[src/rtl/pipe_ctrl_pkg.sv]
// Shared types and default stage indices for the pipeline controller.
// Stage indices below describe the classic five-stage arrangement.
package pipe_ctrl_pkg;

    typedef enum logic [1:0] {
        BOOT       = 2'd0,
        RUN        = 2'd1,
        FETCH_DROP = 2'd2
    } ctrl_state_t;

    localparam logic [1:0] ST_BOOT = BOOT;
    localparam logic [1:0] ST_RUN  = RUN;
    localparam logic [1:0] ST_DROP = FETCH_DROP;

    localparam int IF_S   = 0;
    localparam int ID_S   = 1;
    localparam int EX_S   = 2;
    localparam int MEM_S  = 3;
    localparam int WB_S   = 4;
    localparam int RA_W_D = 5;

endpackage

[src/rtl/pipe_ctrl_if.sv]
// Handshake bundle between the pipeline datapath (master) and pipe_ctrl (slave).
interface pipe_ctrl_if
    import pipe_ctrl_pkg::*;
#(
    parameter int NSTAGE = WB_S + 1,
    parameter int RA_W   = RA_W_D
);
    logic              fetch_busy;
    logic              mem_busy;
    logic              redirect;
    logic              ex_memread;
    logic [RA_W-1:0]   ex_dst;
    logic [RA_W-1:0]   id_rs1;
    logic [RA_W-1:0]   id_rs2;
    logic [NSTAGE-1:0] stage_valid;
    logic [NSTAGE-1:0] stage_en;
    logic              pc_en;
    logic              fetch_drop;
    logic              commit;
    logic [63:0]       instret;
    logic [63:0]       perf_mem;
    logic [63:0]       perf_lu;
    logic [63:0]       perf_flush;

    modport master (
        output fetch_busy, mem_busy, redirect, ex_memread, ex_dst, id_rs1, id_rs2,
        input  stage_valid, stage_en, pc_en, fetch_drop, commit, instret,
        input  perf_mem, perf_lu, perf_flush
    );

    modport slave (
        input  fetch_busy, mem_busy, redirect, ex_memread, ex_dst, id_rs1, id_rs2,
        output stage_valid, stage_en, pc_en, fetch_drop, commit, instret,
        output perf_mem, perf_lu, perf_flush
    );
endinterface

[src/rtl/pipe_perf_cnt.sv]
// Enable-gated 64-bit event counter with asynchronous active-low clear.
// Only compiled when PIPE_CTRL_PERF_EN is defined, the sole build that uses it.
`ifdef PIPE_CTRL_PERF_EN
module pipe_perf_cnt (
    input  logic        clk,
    input  logic        reset,
    input  logic        en,
    output logic [63:0] count
);
    logic [63:0] count_reg;

    always_ff @(posedge clk or negedge reset) begin
        if (!reset)
            count_reg <= '0;
        else if (en)
            count_reg <= count_reg + 64'd1;
    end

    assign count = count_reg;
endmodule
`endif

[src/rtl/pipe_ctrl.sv]
// Stall/flush/valid controller for the in-order pipeline: stage valids, load enables, PC enable, instret.
// Optional performance counters are built only when PIPE_CTRL_PERF_EN is defined.
module pipe_ctrl
    import pipe_ctrl_pkg::*;
#(
    parameter int NSTAGE    = WB_S + 1,
    parameter int EX_STAGE  = EX_S,
    parameter int MEM_STAGE = MEM_S,
    parameter int RA_W      = RA_W_D
) (
    input  logic       clk,
    input  logic       reset,
    pipe_ctrl_if.slave bus
);
    logic [1:0]        state_reg, state_next;
    logic [NSTAGE-1:1] valid_reg, valid_next;
    logic [NSTAGE-1:0] stage_valid, stage_en;
    logic [NSTAGE-1:1] hold, bubble;
    logic [RA_W-1:0]   ex_dst, id_rs1, id_rs2;
    logic [63:0]       instret_reg;
    logic              running, lu, take, no_freeze;

    assign ex_dst  = bus.ex_dst;
    assign id_rs1  = bus.id_rs1;
    assign id_rs2  = bus.id_rs2;
    assign running = (state_reg != ST_BOOT);

    assign stage_valid = {valid_reg, (state_reg == ST_RUN) & ~bus.fetch_busy};

    assign lu = stage_valid[EX_STAGE] & bus.ex_memread & (ex_dst != '0)
              & ((ex_dst == id_rs1) | (ex_dst == id_rs2)) & stage_valid[EX_STAGE-1];

    // A redirect raised under a dbus wait stays pending until MEM releases.
    assign take      = bus.redirect & stage_valid[EX_STAGE] & ~bus.mem_busy;
    assign no_freeze = ~bus.mem_busy & ~lu;

    assign stage_en[0] = 1'b0;

    // Register gi holds at or below the freeze point and takes a bubble just above it.
    generate
        for (genvar gi = 1; gi < NSTAGE; gi++) begin : g_stage
            localparam bit HOLD_MEM = (gi <= MEM_STAGE);
            localparam bit BUB_MEM  = (gi == MEM_STAGE + 1);
            localparam bit HOLD_LU  = (gi <= EX_STAGE - 1);
            localparam bit BUB_LU   = (gi == EX_STAGE);
            localparam bit KILLABLE = (gi <= EX_STAGE);

            assign hold[gi]   = bus.mem_busy ? HOLD_MEM : (lu & HOLD_LU);
            assign bubble[gi] = bus.mem_busy ? BUB_MEM  : (lu & BUB_LU);

            assign stage_en[gi]   = running & ~hold[gi];
            assign valid_next[gi] = stage_en[gi]
                                  ? (~bubble[gi] & stage_valid[gi-1] & ~(take & KILLABLE))
                                  : valid_reg[gi];
        end
    endgenerate

    always_comb begin
        state_next = state_reg;
        case (state_reg)
            ST_BOOT: state_next = ST_RUN;
            ST_RUN:  if (take & bus.fetch_busy) state_next = ST_DROP;
            ST_DROP: if (~bus.fetch_busy) state_next = ST_RUN;
            default: state_next = ST_BOOT;
        endcase
    end

    always_ff @(posedge clk or negedge reset) begin
        if (!reset) begin
            state_reg   <= ST_BOOT;
            valid_reg   <= '0;
            instret_reg <= '0;
        end else begin
            state_reg   <= state_next;
            valid_reg   <= valid_next;
            instret_reg <= instret_reg + {63'd0, stage_valid[NSTAGE-1]};
        end
    end

    assign bus.stage_valid = stage_valid;
    assign bus.stage_en    = stage_en;
    assign bus.pc_en       = take | (running & no_freeze & ~bus.fetch_busy);
    assign bus.fetch_drop  = (state_reg == ST_DROP) & ~bus.fetch_busy;
    assign bus.commit      = stage_valid[NSTAGE-1];
    assign bus.instret     = instret_reg;

`ifdef PIPE_CTRL_PERF_EN
    pipe_perf_cnt u_perf_mem (
        .clk   (clk),
        .reset (reset),
        .en    (bus.mem_busy & (state_reg == ST_RUN)),
        .count (bus.perf_mem)
    );
    pipe_perf_cnt u_perf_lu (
        .clk   (clk),
        .reset (reset),
        .en    (lu & ~bus.mem_busy),
        .count (bus.perf_lu)
    );
    pipe_perf_cnt u_perf_flush (
        .clk   (clk),
        .reset (reset),
        .en    (take),
        .count (bus.perf_flush)
    );
`else
    assign bus.perf_mem   = '0;
    assign bus.perf_lu    = '0;
    assign bus.perf_flush = '0;
`endif

endmodule

[src/flat_wrapper.sv]
// flat-port wrapper written by rule: the top's interface ports become plain ports
module pipe_ctrl_flat import pipe_ctrl_pkg::*;
#(
    parameter int NSTAGE    = WB_S + 1,
    parameter int EX_STAGE  = EX_S,
    parameter int MEM_STAGE = MEM_S,
    parameter int RA_W      = RA_W_D
)
  (clk, reset, bus_fetch_busy, bus_mem_busy, bus_redirect, bus_ex_memread, bus_ex_dst, bus_id_rs1, bus_id_rs2, bus_stage_valid, bus_stage_en, bus_pc_en, bus_fetch_drop, bus_commit, bus_instret, bus_perf_mem, bus_perf_lu, bus_perf_flush);
  pipe_ctrl_if #(.NSTAGE(NSTAGE), .RA_W(RA_W)) bus_i ();
  input  logic clk;
  input  logic reset;
  input wire logic [$bits(bus_i.fetch_busy)-1:0] bus_fetch_busy;
  input wire logic [$bits(bus_i.mem_busy)-1:0] bus_mem_busy;
  input wire logic [$bits(bus_i.redirect)-1:0] bus_redirect;
  input wire logic [$bits(bus_i.ex_memread)-1:0] bus_ex_memread;
  input wire logic [$bits(bus_i.ex_dst)-1:0] bus_ex_dst;
  input wire logic [$bits(bus_i.id_rs1)-1:0] bus_id_rs1;
  input wire logic [$bits(bus_i.id_rs2)-1:0] bus_id_rs2;
  output wire logic [$bits(bus_i.stage_valid)-1:0] bus_stage_valid;
  output wire logic [$bits(bus_i.stage_en)-1:0] bus_stage_en;
  output wire logic [$bits(bus_i.pc_en)-1:0] bus_pc_en;
  output wire logic [$bits(bus_i.fetch_drop)-1:0] bus_fetch_drop;
  output wire logic [$bits(bus_i.commit)-1:0] bus_commit;
  output wire logic [$bits(bus_i.instret)-1:0] bus_instret;
  output wire logic [$bits(bus_i.perf_mem)-1:0] bus_perf_mem;
  output wire logic [$bits(bus_i.perf_lu)-1:0] bus_perf_lu;
  output wire logic [$bits(bus_i.perf_flush)-1:0] bus_perf_flush;
  assign bus_i.fetch_busy = bus_fetch_busy;
  assign bus_i.mem_busy = bus_mem_busy;
  assign bus_i.redirect = bus_redirect;
  assign bus_i.ex_memread = bus_ex_memread;
  assign bus_i.ex_dst = bus_ex_dst;
  assign bus_i.id_rs1 = bus_id_rs1;
  assign bus_i.id_rs2 = bus_id_rs2;
  assign bus_stage_valid = bus_i.stage_valid;
  assign bus_stage_en = bus_i.stage_en;
  assign bus_pc_en = bus_i.pc_en;
  assign bus_fetch_drop = bus_i.fetch_drop;
  assign bus_commit = bus_i.commit;
  assign bus_instret = bus_i.instret;
  assign bus_perf_mem = bus_i.perf_mem;
  assign bus_perf_lu = bus_i.perf_lu;
  assign bus_perf_flush = bus_i.perf_flush;
  pipe_ctrl #(.NSTAGE(NSTAGE), .EX_STAGE(EX_STAGE), .MEM_STAGE(MEM_STAGE), .RA_W(RA_W)) u_core (.clk(clk), .reset(reset), .bus(bus_i));
endmodule
[config.mk]
export PLATFORM = sky130hd
export DESIGN_NAME = pipe_ctrl_flat
export DESIGN_NICKNAME = d
export VERILOG_FILES = /design/src/rtl/pipe_ctrl_pkg.sv /design/src/rtl/pipe_ctrl_if.sv /design/src/rtl/pipe_perf_cnt.sv /design/src/rtl/pipe_ctrl.sv /design/src/flat_wrapper.sv
export SDC_FILE = /design/constraint.sdc
export NUM_CORES = 1
export LEC_CHECK = 0
export BUFFER_PORTS_ARGS = -buffer_cell sky130_fd_sc_hd__buf_2
export CAP_MARGIN = 40
export CORE_UTILIZATION = 40
export DETAILED_ROUTE_END_ITERATION = 6
export PLACE_DENSITY = 0.78
export SYNTH_ARGS = -nofsm -noshare
export SYNTH_HDL_FRONTEND = slang
export SYNTH_SLANG_ARGS = --single-unit
[constraint.sdc]
create_clock -name clk -period 2.2 [get_ports clk]
set_input_delay 0.11 -clock clk [delete_from_list [all_inputs] [get_ports clk]]
set_output_delay 0.11 -clock clk [all_outputs]
set_load 0.01 [all_outputs]
==> metrics, run 1 <==
die width=between 100 and 150 um; Mapped Area=0.00482 mm2; RSZ-0062 raised after global routing=yes; clock group share of total power=43.0%; # diodes=0; delay-heaviest family, CP=simple AND/OR/NAND/NOR gates; Slew Limit Fails=0; Power Dens Cells=between 600 and 700 mW/mm2; Detailed Place HPWL=7430 um; post-synthesis sequential element count=70; Critical Path Start Type=flop; CP arrival=2360 ps; final wirelength=9460 um; die area=0.0125 mm2; CTS Buf Count=9; final routed DRC violation total=17; Placed Cells=a little under 800; min Tclk post-route=2150 ps; Slew @ Worst Pin=about 600 ps; num rows=39; Cell Area, Placed=0.00505 mm2; number of distinct library cells after synthesis=35; count of final setup violators=0; EDFF count, synth=0; CTS root buf=clkbuf_16; Slowest cell on crit path=or4_4; Reg clk slew, reported paths=roughly 50 ps; CTS tree=done; vias in the first global route=2903; initial antenna violation count=0; YS warnings=0; first-pass GRT wire length=14700 um; maximum clock rate=approximately 0.46 GHz; post-route cell area=0.00546 mm2; Core ar.=about 0.012 mm2; Seq pwr share=41.4%; # H-tree levels=3; max FFs per register=64; layout cells sized above 1=26.1%; Place WS=37.5 ps; Starting Density=41.7%; failing checks=DRC; maximum VDD drop=0.386 mV; post-synthesis sequential area ratio=36.4%; final hold vios=0; Max stage delay on crit path=440 ps; switching share of power=approximately 28%; Pint=2.47 mW; global placement routability congestion=~0.82; WP buf/inv=0; clk buf depth=2; drt pass-1 iters=7; maxcap violations=0; Finished Layout Cells=809; CP Max Fanout=3; syn_area_per_cell=9.27 um2; Leakage=3.01 nW; critical path type=flop to flop; combinational power share=15.5%; GRT Resource Usage Total=15.2%; ANT nets after route=0; Worst EP required=~2400 ps; top_reg_cell synth=dfrtp_1; Port Buffers=96; DR vias=3294; final worst setup slack=48.6 ps; Ports=290; outcome=complete, but fails checks; Vias/cell=4.07; clk_lat worst skew=330 ps; number of DRC markers in iteration 0=164; layout net count=slightly below 700; Final Cycle Share=a little over nine tenths; Async S/R FF share, synth=100%; Hold WC Path Type=input port to flop; post-synthesis cell count=520; largest net degree at the start of global routing=39; CP most frequent cell=or4_4; Max transition margin=58.9%; Die Y=between 100 and 150 um; Hold Slack=55.7 ps; final setup TNS=0 ps; clk_skew=5.71 ps; grt total ovfl=0; CP endpoint kind=flop; # clock sinks=70; switching pwr=~0.96 mW; P&R area growth vs syn=13.2%; worst path cell trace=ha_4 -> nand4_4 -> or4_4 -> or3_4 -> or4_4 -> xnor2_2; Wirelength per Cell=11.7 um
synthesized netlist by cell type, types with 2 or more instances:
| cell | number | area share (%) |
|---|---|---|
| nor2_1 | 24 | 1.9 |
| ha_1 | 2 | 0.52 |
| nand2_1 | 31 | 2.4 |
| buf_4 | 196 | 31 |
| o21ai_0 | 4 | 0.42 |
| nand3_1 | 27 | 2.8 |
| xnor2_1 | 36 | 6.5 |
| nor4_1 | 7 | 0.91 |
| nand2b_1 | 3 | 0.39 |
| nand4_1 | 16 | 2.1 |
| dfrtp_1 | 70 | 36 |
| or4_1 | 2 | 0.31 |
| or2_2 | 2 | 0.26 |
| clkbuf_1 | 2 | 0.16 |
| xor2_1 | 35 | 6.4 |
| inv_1 | 14 | 1.1 |
| and3_1 | 4 | 0.52 |
| or3_1 | 2 | 0.26 |
| nor3_1 | 26 | 2.7 |
| or4_4 | 2 | 0.47 |
layer usage:
metal  share of wire, %  vias up  track usage, %
met1                 43     1531            19.6
met2                 49      154            23.7
met4               0.98        0            6.76
li1                   -     1601               -
met5                  0        -               0
met3                7.5        8            4.52
metrics by stage:
stage          power (mW)  util [%]
2_1_floorplan        1.99         -
3_3_place_gp         1.94      43.7
3_5_place_dp         1.95      43.7
4_1_cts              3.46      46.4
5_1_grt              3.62      47.2
6_report             3.43      47.2
cell type report:
cell class                 instances  area (um2)
tap                              143         179
clock buffer                      13         260
timing repair buffer             136         800
fill                            1099        6110
inverter                          14        52.6
multi-input combinational        430        2370
clock inverter                     3        42.5
sequential                        70        1750
repair_timing:
action / in CTS / in global routing
endpoints found under the hold margin: 24 / 0
hold buffers: 1 / 0
setup endpoints to repair: 0 / 18
setup buffers: 0 / 5
gates resized for setup: 0 / 10
placed cells by master (no fill, tap or decap), types with 2 or more instances in the layout:
cell / n
conb_1: 193
nor4_1: 5
o21ai_0: 4
clkbuf_1: 2
or4_4: 2
clkbuf_8: 2
dfrtp_1: 69
nand4_4: 2
nor4_2: 2
xor2_1: 35
inv_1: 14
and3_1: 4
or4_1: 2
nand2b_1: 3
xnor2_1: 36
nor3_1: 16
or3_1: 2
ha_4: 2
nand3_1: 27
or2_2: 2
nand2_1: 31
nor3_2: 9
nor2_1: 24
buf_2: 96
nand4_1: 16
buf_4: 37
clkbuf_16: 9
cells by family (layout without fill, tap and decap cells):
family	Yosys count	in the layout	synth area share, %
and+or+nand+nor	154	154	16.8
AOI/OAI and AO/OA	9	9	1.19
buffers and inverters	212	166	31.8
adders and majority gates	2	2	0.519
DFF	70	70	36.4
xor gates and xnor gates	72	72	13.2
other	1	193	0.0778
power groups by stage:
stage | registers (mW) | logic (mW) | clock network (mW)
after global placement | 1.44 | 0.504 | 0
after floorplan | 1.48 | 0.508 | 0
after detailed placement | 1.44 | 0.506 | 0
after global routing | 1.43 | 0.593 | 1.59
after CTS | 1.42 | 0.510 | 1.53
final | 1.42 | 0.532 | 1.48
path summary, 6_finish.rpt:
kind	startpoint	slack [ps]	endpoint	cells after the start
setup / recovery	u_core.bus.instret[0]	50	u_core.bus.instret[31]	6
hold / removal	bus_fetch_busy	60	u_core.state_reg[1]	2
setup reg to reg	u_core.bus.instret[0]	50	u_core.bus.instret[31]	6
hold reg to reg	u_core.bus.instret[63]	460	u_core.bus.instret[63]	1
max in group asynchronous	reset	1250	u_core.bus.instret[46]	3
min in group asynchronous	reset	330	u_core.bus.instret[27]	2
Power figures use the tool's default switching activity.
==> run 2, diff against run 1 <==
CORE_AREA = 2 2 113 115   (was unset)
CORE_UTILIZATION = unset   (was 40)
DIE_AREA = 0 0 115 117   (was unset)
PLACE_DENSITY = 0.74   (was 0.78)
clock period = 2.8 ns   (was 2.2 ns; I/O delays follow)
==> metrics, run 2 (synthesized netlist as in run 1, its figures left out) <==
GRT Resource Usage Total=between 10% and 20%; switching pwr=0.718 mW; Worst EP required=between 3000 and 4000 ps; largest net degree at the start of global routing=38; Layout fillers=1222; num rows=a little over 40; CTS tree=done; min Tclk post-route=2500 ps; final hold vios=0; Core ar.=0.0123 mm2; Wirelength per Cell=about 12 um; Finished Layout Cells=between 700 and 800; die width=115 um; maximum clock rate=~0.4 GHz; number of DRC markers in iteration 0=around 220; combinational power share=around an eighth; Detailed Place HPWL=7140 um; grt total ovfl=0; Seq pwr share=a little over two fifths; Storage cell area=0.00175 mm2; critical path type=flop to flop; maximum VDD drop=0.439 mV; Hold Slack=120 ps; CTS resizes=0; most frequent cells in the layout=193 x conb_1, 96 x buf_2, 70 x dfrtp_1, 36 x xnor2_1, 35 x xor2_1; initial antenna violation count=0; CP Max Fanout=9; Leakage=2.82 nW; # clock sinks=70; global placement routability congestion=about 0.8; most common cell after layout, fill and taps aside=conb_1; final worst setup slack=approximately 300 ps; outcome=finished, final reports clean; RSZ-0062 raised after global routing=no; die area=~0.013 mm2; Setup Fix Bufs, Post-CTS=0; vias in the first global route=2705; clock group share of total power=between 40 and 50%; maxcap violations=0; Pint=1.88 mW; Final Power=2.60 mW; CP most frequent cell=ha_1; Hold WC Path Type=input port to flop; CTS root buf=clkbuf_16; multi-input gate area in the final layout=0.00226 mm2; final routed DRC violation total=0; drt pass-1 iters=4; clk_skew=7.55 ps; CP arrival=around 2800 ps; P&R area growth vs syn=5.66%; worst path cell trace=ha_1 -> ha_1 -> nand4_1 -> nor3_1 -> or3b_1 -> nor4_1 -> xor2_1; hold buffer count at cts=1; final setup TNS=0 ps; switching share of power=27.6%; Port Buffers=between 90 and 100; met2 GRT Util=20.5%; Reg clk slew, reported paths=approximately 60 ps; Ports=290; delay-heaviest family, CP=simple AND/OR/NAND/NOR gates; Place WS=319 ps; WP buf/inv=0; Slew @ Worst Pin=855 ps; Slew Limit Fails=0; final wirelength=slightly above 9000 um; Vias/cell=4.16; Max stage delay on crit path=550 ps; max FFs per register=64; ANT nets after route=0; count of final setup violators=0; Starting Density=39.1%; global routing's busiest layer=met2; Power Dens Cells=511 mW/mm2; CP endpoint kind=flop; # diodes=0; Slowest cell on crit path=or3b_1; # H-tree levels=3; Global Route met3 Usage=3.81%; DR vias=3246; Die Y=117 um; Placed Cells=764; clk_lat worst skew=330 ps; first-pass GRT wire length=13500 um; layout cells sized above 1=19.8%; Critical Path Start Type=flop; clk buf depth=2; met1 Track Usage GR=16.7%; Final Cycle Share=89.3%; CTS Buf Count=9; Max transition margin=a little over two fifths; layout net count=649
## run 2: cell types whose count changed in the layout (fill, tap and decap cells not counted), sizes merged
cell / change
buf: -35
clkbuf: -2
clkinv: +3
clkinvlp: -1
## run 2: layout make-up
class	count	area share, %
tap	150	3.69
clock inverter	5	1.13
inverter	14	1.03
clock buffer	11	4.96
multi-input combinational	430	44.3
sequential	70	34.4
timing repair buffer	101	10.5
## run 2: path summary, 6_finish.rpt
check                                            start                     end  slack, ps  cells after the start
max in group asynchronous                        reset   u_core.bus.instret[7]       1660                      3
worst min register to register  u_core.bus.instret[63]  u_core.bus.instret[63]        460                      1
worst min-delay path                    bus_fetch_busy     u_core.state_reg[1]        120                      2
worst max-delay path               u_core.valid_reg[4]  u_core.bus.instret[56]        300                      7
min in group asynchronous                        reset  u_core.bus.instret[33]        460                      2
worst max register to register     u_core.valid_reg[4]  u_core.bus.instret[56]        300                      7
## run 2: through the flow
stage	util (%)	cell area (um2)
global route	41.4	5090
detailed placement	38.8	4770
global placement	38.8	4770
CTS	41.4	5090
finish	41.4	5090
floorplan	-	5540
## run 2: power by group through the flow
stage	clock network, mW	logic (mW)	registers [mW]
finish	1.16	0.323	1.12
global route	1.23	0.366	1.13
CTS	1.19	0.323	1.12
detailed placement	0	0.319	1.14
global placement	0	0.321	1.13
floorplan	0	0.391	1.15
## run 2: routing by layer
metal / vias to the layer above / wire, um
li1: 1526 / -
met1: 1533 / 3800
met2: 174 / 4330
met3: 13 / 750
met4: 0 / 164
met5: - / 0
